[config.mk]
export PLATFORM = sky130hd
export DESIGN_NAME = regfile_mp_sb
export DESIGN_NICKNAME = d
export VERILOG_FILES = /design/src/rtl/regfile_pkg.sv /design/src/rtl/regfile_scoreboard.sv /design/src/rtl/regfile_mp_sb.sv
export SDC_FILE = /design/constraint.sdc
export NUM_CORES = 2
export LEC_CHECK = 0
export CAP_MARGIN = 20
export CORE_ASPECT_RATIO = 1.2
export CORE_MARGIN = 10
export CORE_UTILIZATION = 53
export CTS_CLUSTER_DIAMETER = 50
export CTS_CLUSTER_SIZE = 12
export DETAILED_ROUTE_END_ITERATION = 6
export GPL_ROUTABILITY_DRIVEN = 0
export PLACE_DENSITY_LB_ADDON = 0.1
export SLEW_MARGIN = 20
export SYNTH_ARGS = -nofsm -noshare
export SYNTH_HDL_FRONTEND = slang
export SYNTH_SLANG_ARGS = --single-unit
[constraint.sdc]
create_clock -name CLK -period 4.4 [get_ports CLK]
set_input_delay 0.66 -clock CLK [delete_from_list [all_inputs] [get_ports CLK]]
set_output_delay 0.66 -clock CLK [all_outputs]
set_load 0.05 [all_outputs]
[src/rtl/regfile_pkg.sv]
// Shared constants, types and the read-port forwarding select for the
// multi-port scoreboarded register file.
package regfile_pkg;

    localparam int RF_DATA_W = 32;
    localparam int RF_ADDR_W = 5;

    typedef logic [RF_ADDR_W-1:0] rf_addr_t;
    typedef logic [RF_DATA_W-1:0] rf_data_t;

    // Source chosen by a read port.
    typedef enum logic [1:0] {
        RF_SEL_ARRAY = 2'd0,
        RF_SEL_WD0   = 2'd1,
        RF_SEL_WD1   = 2'd2,
        RF_SEL_ZERO  = 2'd3
    } rf_sel_e;

    // Priority bypass select: hardwired zero, then load writeback (port 1),
    // then ALU writeback (port 0), then the stored value. The hit flags are
    // already qualified by the caller, so this works for any data width.
    function automatic rf_sel_e rf_fwd(input logic zero_hit,
                                       input logic hit1,
                                       input logic hit0);
        rf_sel_e sel;
        if (zero_hit) begin
            sel = RF_SEL_ZERO;
        end else if (hit1) begin
            sel = RF_SEL_WD1;
        end else if (hit0) begin
            sel = RF_SEL_WD0;
        end else begin
            sel = RF_SEL_ARRAY;
        end
        return sel;
    endfunction

endpackage

[src/rtl/regfile_scoreboard.sv]
// Pending-write scoreboard: one busy bit per register, set by an issued load
// and cleared by any writeback to that register. A set on the same edge as a
// clear wins, so a newly issued load is never lost.
module regfile_scoreboard
    import regfile_pkg::*;
#(
    parameter int ADDR_W   = 5,
    parameter int ZERO_REG = 1
) (
    input  logic              i_clk,
    input  logic              i_rst_n,
    input  logic              i_we0,
    input  logic [ADDR_W-1:0] i_wa0,
    input  logic              i_we1,
    input  logic [ADDR_W-1:0] i_wa1,
    input  logic              i_sb_set,
    input  logic [ADDR_W-1:0] i_sb_addr,
    input  logic [ADDR_W-1:0] i_a1,
    input  logic [ADDR_W-1:0] i_a2,
    output logic              o_busy1,
    output logic              o_busy2
);

    localparam int NREGS = 2 ** ADDR_W;

    logic [NREGS-1:0] r_busy;
    logic [NREGS-1:0] w_busy_next;

    genvar gi;
    generate
        for (gi = 0; gi < NREGS; gi++) begin : g_busy
            if ((ZERO_REG != 0) && (gi == 0)) begin : g_zero
                // Register 0 never has an outstanding load.
                assign w_busy_next[gi] = 1'b0;
            end else begin : g_normal
                logic w_set;
                logic w_clr;
                assign w_set = i_sb_set && (i_sb_addr == ADDR_W'(gi));
                assign w_clr = (i_we0 && (i_wa0 == ADDR_W'(gi))) ||
                               (i_we1 && (i_wa1 == ADDR_W'(gi)));
                assign w_busy_next[gi] = w_set ? 1'b1 :
                                         (w_clr ? 1'b0 : r_busy[gi]);
            end
        end
    endgenerate

    // Busy vector register; reset clears every pending mark.
    always_ff @(posedge i_clk) begin
        if (!i_rst_n) begin
            r_busy <= '0;
        end else begin
            r_busy <= w_busy_next;
        end
    end

    // Raw lookups; bit 0 is already held at 0 when register 0 is hardwired.
    always_comb begin
        o_busy1 = r_busy[i_a1];
        o_busy2 = r_busy[i_a2];
    end

endmodule

[src/rtl/regfile_mp_sb.sv]
// Two-read / two-write register file for the tinymips pipeline with optional
// hardwired r0, same-cycle write-to-read bypass and a pending-load scoreboard.
module regfile_mp_sb
    import regfile_pkg::*;
#(
    parameter int DATA_W   = 32,
    parameter int ADDR_W   = 5,
    parameter int ZERO_REG = 1,
    parameter int BYPASS   = 1
) (
    input  logic              CLK,
    input  logic              RST_N,
    input  logic [ADDR_W-1:0] A1,
    input  logic [ADDR_W-1:0] A2,
    output logic [DATA_W-1:0] RD1,
    output logic [DATA_W-1:0] RD2,
    output logic              BUSY1,
    output logic              BUSY2,
    input  logic [ADDR_W-1:0] WA0,
    input  logic [DATA_W-1:0] WD0,
    input  logic              WE0,
    input  logic [ADDR_W-1:0] WA1,
    input  logic [DATA_W-1:0] WD1,
    input  logic              WE1,
    input  logic              SB_SET,
    input  logic [ADDR_W-1:0] SB_ADDR
);

    localparam int NREGS = 2 ** ADDR_W;
    localparam logic ZERO_EN = (ZERO_REG != 0);
    localparam logic BYP_EN  = (BYPASS != 0);

    logic [DATA_W-1:0] r_mem [NREGS];

    // Storage: reset clears everything; port 1 overrides port 0 on the same
    // address; a hardwired r0 stays at zero regardless of writes.
    always_ff @(posedge CLK) begin
        if (!RST_N) begin
            for (int i = 0; i < NREGS; i++) begin
                r_mem[i] <= '0;
            end
        end else begin
            for (int i = 0; i < NREGS; i++) begin
                if (ZERO_EN && (i == 0)) begin
                    r_mem[i] <= '0;
                end else if (WE1 && (WA1 == ADDR_W'(i))) begin
                    r_mem[i] <= WD1;
                end else if (WE0 && (WA0 == ADDR_W'(i))) begin
                    r_mem[i] <= WD0;
                end
            end
        end
    end

    // Per-port hit decode used by both the data bypass and the busy masking.
    logic w_zero1, w_zero2;
    logic w_hit1_p0, w_hit1_p1, w_hit2_p0, w_hit2_p1;

    assign w_zero1   = ZERO_EN && (A1 == '0);
    assign w_zero2   = ZERO_EN && (A2 == '0);
    assign w_hit1_p0 = BYP_EN && WE0 && (WA0 == A1);
    assign w_hit1_p1 = BYP_EN && WE1 && (WA1 == A1);
    assign w_hit2_p0 = BYP_EN && WE0 && (WA0 == A2);
    assign w_hit2_p1 = BYP_EN && WE1 && (WA1 == A2);

    rf_sel_e w_sel1, w_sel2;
    assign w_sel1 = rf_fwd(w_zero1, w_hit1_p1, w_hit1_p0);
    assign w_sel2 = rf_fwd(w_zero2, w_hit2_p1, w_hit2_p0);

    // Read port 1 data mux.
    always_comb begin
        RD1 = r_mem[A1];
        case (w_sel1)
            RF_SEL_ZERO: RD1 = '0;
            RF_SEL_WD1:  RD1 = WD1;
            RF_SEL_WD0:  RD1 = WD0;
            default:     RD1 = r_mem[A1];
        endcase
    end

    // Read port 2 data mux.
    always_comb begin
        RD2 = r_mem[A2];
        case (w_sel2)
            RF_SEL_ZERO: RD2 = '0;
            RF_SEL_WD1:  RD2 = WD1;
            RF_SEL_WD0:  RD2 = WD0;
            default:     RD2 = r_mem[A2];
        endcase
    end

    logic w_sb_busy1, w_sb_busy2;

    regfile_scoreboard #(
        .ADDR_W   (ADDR_W),
        .ZERO_REG (ZERO_REG)
    ) u_sb (
        .i_clk     (CLK),
        .i_rst_n   (RST_N),
        .i_we0     (WE0),
        .i_wa0     (WA0),
        .i_we1     (WE1),
        .i_wa1     (WA1),
        .i_sb_set  (SB_SET),
        .i_sb_addr (SB_ADDR),
        .i_a1      (A1),
        .i_a2      (A2),
        .o_busy1   (w_sb_busy1),
        .o_busy2   (w_sb_busy2)
    );

    // A writeback arriving this cycle resolves the hazard when it is forwarded.
    always_comb begin
        BUSY1 = w_sb_busy1 && !(w_hit1_p0 || w_hit1_p1);
        BUSY2 = w_sb_busy2 && !(w_hit2_p0 || w_hit2_p1);
    end

endmodule

# ---- Word-level counts from Yosys, hierarchy flattened
# Memories as Yosys holds them, arrays and structs flattened.
# Index checks and enable logic that the tools add are counted.
dict set report op_classes {
  mul 0
  n_shift 0
  n_lt_le_gt_ge 2
  addsub 0
  div_mod_pow 0
  eq_ne 103
  n_reduce_logical 167
  n_mux 356
  bitwise 63
}
# op n
set op_table {}
lappend op_table {{32-bit two-way mux} 63}
lappend op_table {{1-bit two-way mux} 285}
lappend op_table {{5-bit == test (second input constant)} 48}
lappend op_table {{32-bit one-hot mux with 3 select lines} 2}
lappend op_table {{5-bit by 4-bit == test with 1-bit output (second input constant)} 24}
lappend op_table {{1-bit logical AND} 99}
lappend op_table {{1-bit bitwise OR} 63}
lappend op_table {{2-bit nonzero test} 31}
lappend op_table {{5-bit by 3-bit == test with 1-bit output (second input constant)} 12}
lappend op_table {{1-bit logical OR} 33}
lappend op_table {{5-bit by 2-bit == test with 1-bit output (second input constant)} 6}
lappend op_table {{5-bit == test} 4}
lappend op_table {{5-bit by 1-bit == test with 1-bit output (second input constant)} 3}
lappend op_table {{5-bit by 6-bit less-than comparator with 1-bit output (second input constant)} 2}
lappend op_table {{1-bit binary-select mux with 5-bit select} 2}
lappend op_table {{5-bit zero test} 2}
lappend op_table {{2-bit == test (second input constant)} 4}
lappend op_table {{2-bit two-way mux} 4}
lappend op_table {{2-bit by 1-bit == test with 1-bit output (second input constant)} 2}
lappend op_table {{1-bit zero test} 2}
dict set report word_totals {
  output_inout_bits 66
  mem_bits_rw 1024
  register_bits 32
  latch_bits 0
  mem_bits_ro 0
  memories 1
  inputBits 94
}
# name depth width rd rd_clocked_by_memory_dff wr line_no
set memory_table {}
lappend memory_table {r_mem 32 32 2 0 32 regfile_mp_sb.sv:33} ;# logic [DATA_W-1:0] r_mem [NREGS];

# ---- Depth between registers and ports, before layout
dict set report depth {
  depth_word 7
  mapped_depth 9
  ltp_nobuf 5
}

# ---- Cells and area by module
# From an unflattened synthesis, not the netlist that was laid out.
dict set report unflattened {
  cells_unflattened 5669
  area_unflattened_um2 65173.8
}
# mod cells_each area_each_um2 n_inst seq_area_each_um2
set by_module_without_submodules {}
lappend by_module_without_submodules {regfile_mp_sb 5415 62869.0 1 29788.6}
lappend by_module_without_submodules {regfile_scoreboard 254 2304.7 1 620.6}

# ---- Worst setup path after synthesis
# OpenSTA, ideal clock, no wires.
dict set report synth_timing {
  kind {input -> output}
  startpoint {in A2[3]}
  endpoint {out RD2[14]}
  path_buffers 3
  path_stages 8
  arrival_time_ns 3.519
  setup_slack_ns 0.221
  cell_sequence {buf_2 > or2_2 > clkbuf_1 > nor3_1 > a21oi_1 > nand2b_1 > clkbuf_1 > o41ai_1}
}
dict set report synth_via {
  elab_chain_cells 7
  word_cells_on_any_way 13
  classes_between {eq/ne (5); mux (4); reduce/logical (3); memory (1)}
}
# item line_no
set synth_rtl {}
lappend synth_rtl {{start, declared} regfile_mp_sb.sv:14} ;# input logic [ADDR_W-1:0] A2,
lappend synth_rtl {{5-bit == test} regfile_mp_sb.sv:63} ;# assign w_hit2_p0 = BYP_EN && WE0 && (WA0 == A2);
lappend synth_rtl {{1-bit logical AND} regfile_mp_sb.sv:63}
lappend synth_rtl {{1-bit two-way mux} regfile_pkg.sv:30} ;# end else if (hit0) begin
lappend synth_rtl {{2-bit two-way mux} regfile_pkg.sv:28} ;# end else if (hit1) begin
lappend synth_rtl {{2-bit two-way mux} regfile_pkg.sv:26} ;# if (zero_hit) begin
lappend synth_rtl {{2-bit by 1-bit == test with 1-bit output / 2-bit == test (equally long branches)} regfile_mp_sb.sv:84} ;# case (w_sel2)
lappend synth_rtl {{32-bit one-hot mux with 3 select lines (*)} regfile_mp_sb.sv:84}
lappend synth_rtl {{end, declared} regfile_mp_sb.sv:16} ;# output logic [DATA_W-1:0] RD2,
# Every way passes the cells marked *; elsewhere a longest branch is shown, timed or not.

# ---- Worst setup path after layout
dict set report layout_timing {
  startpoint {in WA1[1]}
  endpoint {out RD2[29]}
}
dict set report layout_via {
  elab_chain_cells 6
  word_cells_on_any_way 8
  classes_between {eq/ne (4); mux (3); reduce/logical (1)}
}
# item line_no
set layout_rtl {}
lappend layout_rtl {{start, declared} regfile_mp_sb.sv:22} ;# input logic [ADDR_W-1:0] WA1,
lappend layout_rtl {{5-bit == test (*)} regfile_mp_sb.sv:64} ;# assign w_hit2_p1 = BYP_EN && WE1 && (WA1 == A2);
lappend layout_rtl {{1-bit logical AND (*)} regfile_mp_sb.sv:64}
lappend layout_rtl {{2-bit two-way mux (*)} regfile_pkg.sv:28}
lappend layout_rtl {{2-bit two-way mux (*)} regfile_pkg.sv:26}
lappend layout_rtl {{2-bit by 1-bit == test with 1-bit output / 2-bit == test (equally long branches)} regfile_mp_sb.sv:84}
lappend layout_rtl {{32-bit one-hot mux with 3 select lines (*)} regfile_mp_sb.sv:84}
# Marks and branches as above.

==> summary.txt <==
Synth
  – Synth Area in XOR/XNOR: 0.282%
  – Syn nets: approximately 5900
  – Cell count after synthesis: 5764
  – FF+latch count, synth: between 1000 and 1500
  – Primary FF master, synth: edfxtp_1
  – Post-synth EDFFs: 992
  – FFs w/ async S/R, synth: 0%
  – Adder-cell share of the synthesized area: 0%
  – Total number of yosys warnings: 0
  – Complex-gate fraction of the synthesized area: about 15%
  – Avg Cell Area, Syn: roughly 11 µm²
  – Register area share after synthesis: 48.9%
  – Simple-Gate Fraction of Synth Area: between 10 and 15%
  – Synth cell types: a little under 70
  – Post-synthesis cell type with the largest combined area: edfxtp_1
  – Mux contribution to synthesized area: between 10% and 20%
  – Top-area cell type share of the netlist area: a little under half
  – Main combinational cell family by area after synthesis: multiplexers
  – Synth area leaders: edfxtp_1 (48%), mux4_2 (12%), nand2_1 (7.6%)
  – Mapped Area: 62200 µm²

Floorplanning
  – Io pins: 160
  – # rows: 137
  – Die area: 131000 µm²
  – Die Y: between 300 and 400 µm
  – Starting density of the core: 53.4%
  – Core Footprint: about 120000 µm²
  – Die X-Extent: roughly 330 µm

Power
  – VDD IR max: 0.324 mV
  – P_leak: between 0.02 and 0.025 µW
  – Pwr/cell area: around 370 nW/µm²

Setup path
  – CP Class: in -> out
  – Critical path capture point type: primary output
  – Slowest CP cell: o41ai_1
  – Worst path top cell family by delay: buffers and inverters
  – Crit path launch type: input pin
  – Arr. time, crit path: roughly 3.7 ns
  – Req. time, crit path: between 3 and 4 ns
  – CP cell instances: clkdlybuf4s50_1, buf_4, xor2_1, nor4_1, buf_4, a21oi_4, nand2b_2, buf_12, o41ai_1, buf_12
  – CP Buf/Inv Count: 5
  – CP max stage delay: 0.88 ns
  – Crit-path max FO: 13

Layout
  – Layout cells sized above 1: between 20% and 30%
  – Synthesis-to-finish area growth: 14.6%
  – Finished Layout Cells: roughly 7300
  – Fin nets: between 5000 and 6000

Clock tree
  – Clk pin slew, worst setup/hold paths: 0.06 ns
  – Max Buffers Root-to-Sink: 3
  – Post-CTS Repair Setup Buffers: 0
  – # H-tree levels: 3
  – CTS Buf Count: roughly 120
  – CTS tree: done
  – Clk_lat worst skew: 0.76 ns
  – Clock sink total: approximately 1000
  – Root buffer cell: clkbuf_16
  – Hold Buf Count CTS: 0

Job
  – Max Cap Violations: 0

Timing
  – Achievable clock frequency: between 200 and 250 MHz
  – Min Tclk post-route: ~4.3 ns
  – Worst slew pin tran: about 1.2 ns
  – Fin. max-slew vios: 0
  – Hold Fails Final Rpt: 0
  – RSZ-0062 raised after global routing: no
  – Rel. slew slack: just under 20%
  – Final critical-path share of the clock period: 98.4%
  – Post-route setup slack: a little under 0.07 ns
  – Endpoints failing setup: 0
  – Final TNS setup: 0 ns
  – Clock skew: 0 ns

Drt
  – Initial DRT Pass Iterations: 7
  – Drt initial violations: 9608
  – Via-to-Cell Ratio: about 7.5
  – Total number of vias: ~55000
  – Residual DRC count: 2
  – Post-DRT Antenna Nets: 0
  – Routed len/inst: 37.7 µm
  – Final WL: roughly 280000 µm

Global route
  – Vias in the first global route: about 53000
  – Initial antenna violation count: 10
  – Largest net degree at the start of global routing: 87
  – First-pass GRT wire length: 385000 µm
  – GRT Overall Usage: between 40% and 50%
  – Total gr overflow: 0

Placed design
  – Detailed Place HPWL: about 170000 µm
  – Cells after DPL: roughly 7100
  – Pre-CTS setup slack: 0.0315 ns
  – Port-buffer cells: between 150 and 200

Run status
  – Outcome: finished with violations
  – Failing checks: design-rule violations

Hold path
  – Hold crit path type: reg -> reg
==> area by class of cell <==
cell class / instances / area [µm²]
fill: 9290 / 45100
sequential: 1023 / 30400
multi-input combinational: 3985 / 29200
timing repair buffer: 551 / 5920
clock buffer: 130 / 3040
tap: 1529 / 1910
clock inverter: 67 / 682
inverter: 35 / 134
antenna: 16 / 40.0
==> stage by stage <==
step                area [µm²]  hold WS (ns)  power [µW]  util, %
detailed placement       67500         0.481       16800     58.0
global placement         67400         0.469       16700     57.9
CTS                      71200         0.454       26300     61.2
finish                   71300         0.495       26600     61.2
global route             71200         0.512       27100     61.2
floorplan                62200         0.447       14600        -
==> power by group <==
part / switching (µW) / internal (µW)
registers: 379 / 11500
clock network: 4320 / 5530
logic: 2980 / 1960
total: 7680 / 18900
==> what timing repair did <==
item | 4_1_cts | 5_1_grt
setup endpoints to repair | 0 | 13
resized for setup | 0 | 3
hold endpoints to repair | 0 | 0
==> worst register-to-register path, delay by kind of cell (launching register included) <==
kind | cells | cell delay (ns)
flip-flops | 1 | 0.36
AO/OA/AOI/OAI | 1 | 0.17
buffers and inverters | 1 | 0.05
==> worst paths after layout <==
path / slack (ns) / cells after the start / end / start
setup / recovery: 0.07 / 10 / RD2[29] / WA1[1]
hold / removal: 0.50 / 2 / u_sb.r_busy[6]$_SDFFE_PN0P_ / u_sb.r_busy[6]$_SDFFE_PN0P_
setup reg to reg: 3.73 / 2 / u_sb.r_busy[1]$_SDFFE_PN0P_ / u_sb.r_busy[1]$_SDFFE_PN0P_
hold reg to reg: 0.50 / 2 / u_sb.r_busy[6]$_SDFFE_PN0P_ / u_sb.r_busy[6]$_SDFFE_PN0P_
==> sequential cells by signal, summed over array words and instances, names as in the netlist <==
register / cells
r_mem: 992
u_sb.r_busy: 31
==> routing by layer <==
| layer | share of wire (%) | up-vias | track usage (%) |
|---|---|---|---|
| met5 | 0.027 | - | 0 |
| met4 | 8.1 | 8 | 28.3 |
| met3 | 16 | 1307 | 15.4 |
| met2 | 42 | 5275 | 58.8 |
| met1 | 33 | 26700 | 49.9 |
| li1 | - | 21600 | - |
==> cell usage in the layout, fill, tap and decap left out, drive strengths merged, types with 38 or more instances in the layout <==
| master | n |
|---|---|
| nand2 | 1262 |
| edfxtp | 992 |
| o21ai | 662 |
| buf | 469 |
| mux2i | 337 |
| mux4 | 330 |
| a21oi | 259 |
| nor2 | 161 |
| mux2 | 134 |
| clkbuf | 130 |
| o22ai | 112 |
| clkdlybuf4s50 | 82 |
| a211oi | 75 |
| nor2b | 66 |
| a22oi | 63 |
| nor3 | 57 |
| o221ai | 51 |
| a22o | 50 |
| inv | 43 |
| clkinv | 38 |
==> cell families (layout without fill, tap and decap cells) <==
group,Yosys count,in the layout
compound gates,1481,1481
xor+xnor,20,20
buf+inv,756,783
flops,1023,1023
mux,801,801
other cells,0,16
simple gates,1683,1683
==> synth_stat cells (9+ instances only) <==
library cell	count
o41ai_1	17
o21ai_0	662
nand3_1	23
clkbuf_1	491
o31ai_1	16
o2111ai_1	14
a32o_1	32
nand2b_1	15
dfxtp_1	31
a211oi_1	67
buf_2	136
a21oi_1	259
or3_1	14
mux2_2	134
nand2_1	1261
a22oi_1	63
o32ai_1	25
mux2i_1	337
buf_1	61
o211a_1	14
a221oi_1	14
o221ai_1	51
a22o_1	50
and3_1	27
nor2b_1	66
mux4_2	330
nor3_1	50
nor4_1	20
inv_1	32
a31oi_1	9
xor2_1	12
a2111oi_0	13
a32oi_1	32
o22ai_1	112
nor2_1	160
buf_4	30
edfxtp_1	992
Note: power is estimated with default switching activity, not from simulation.
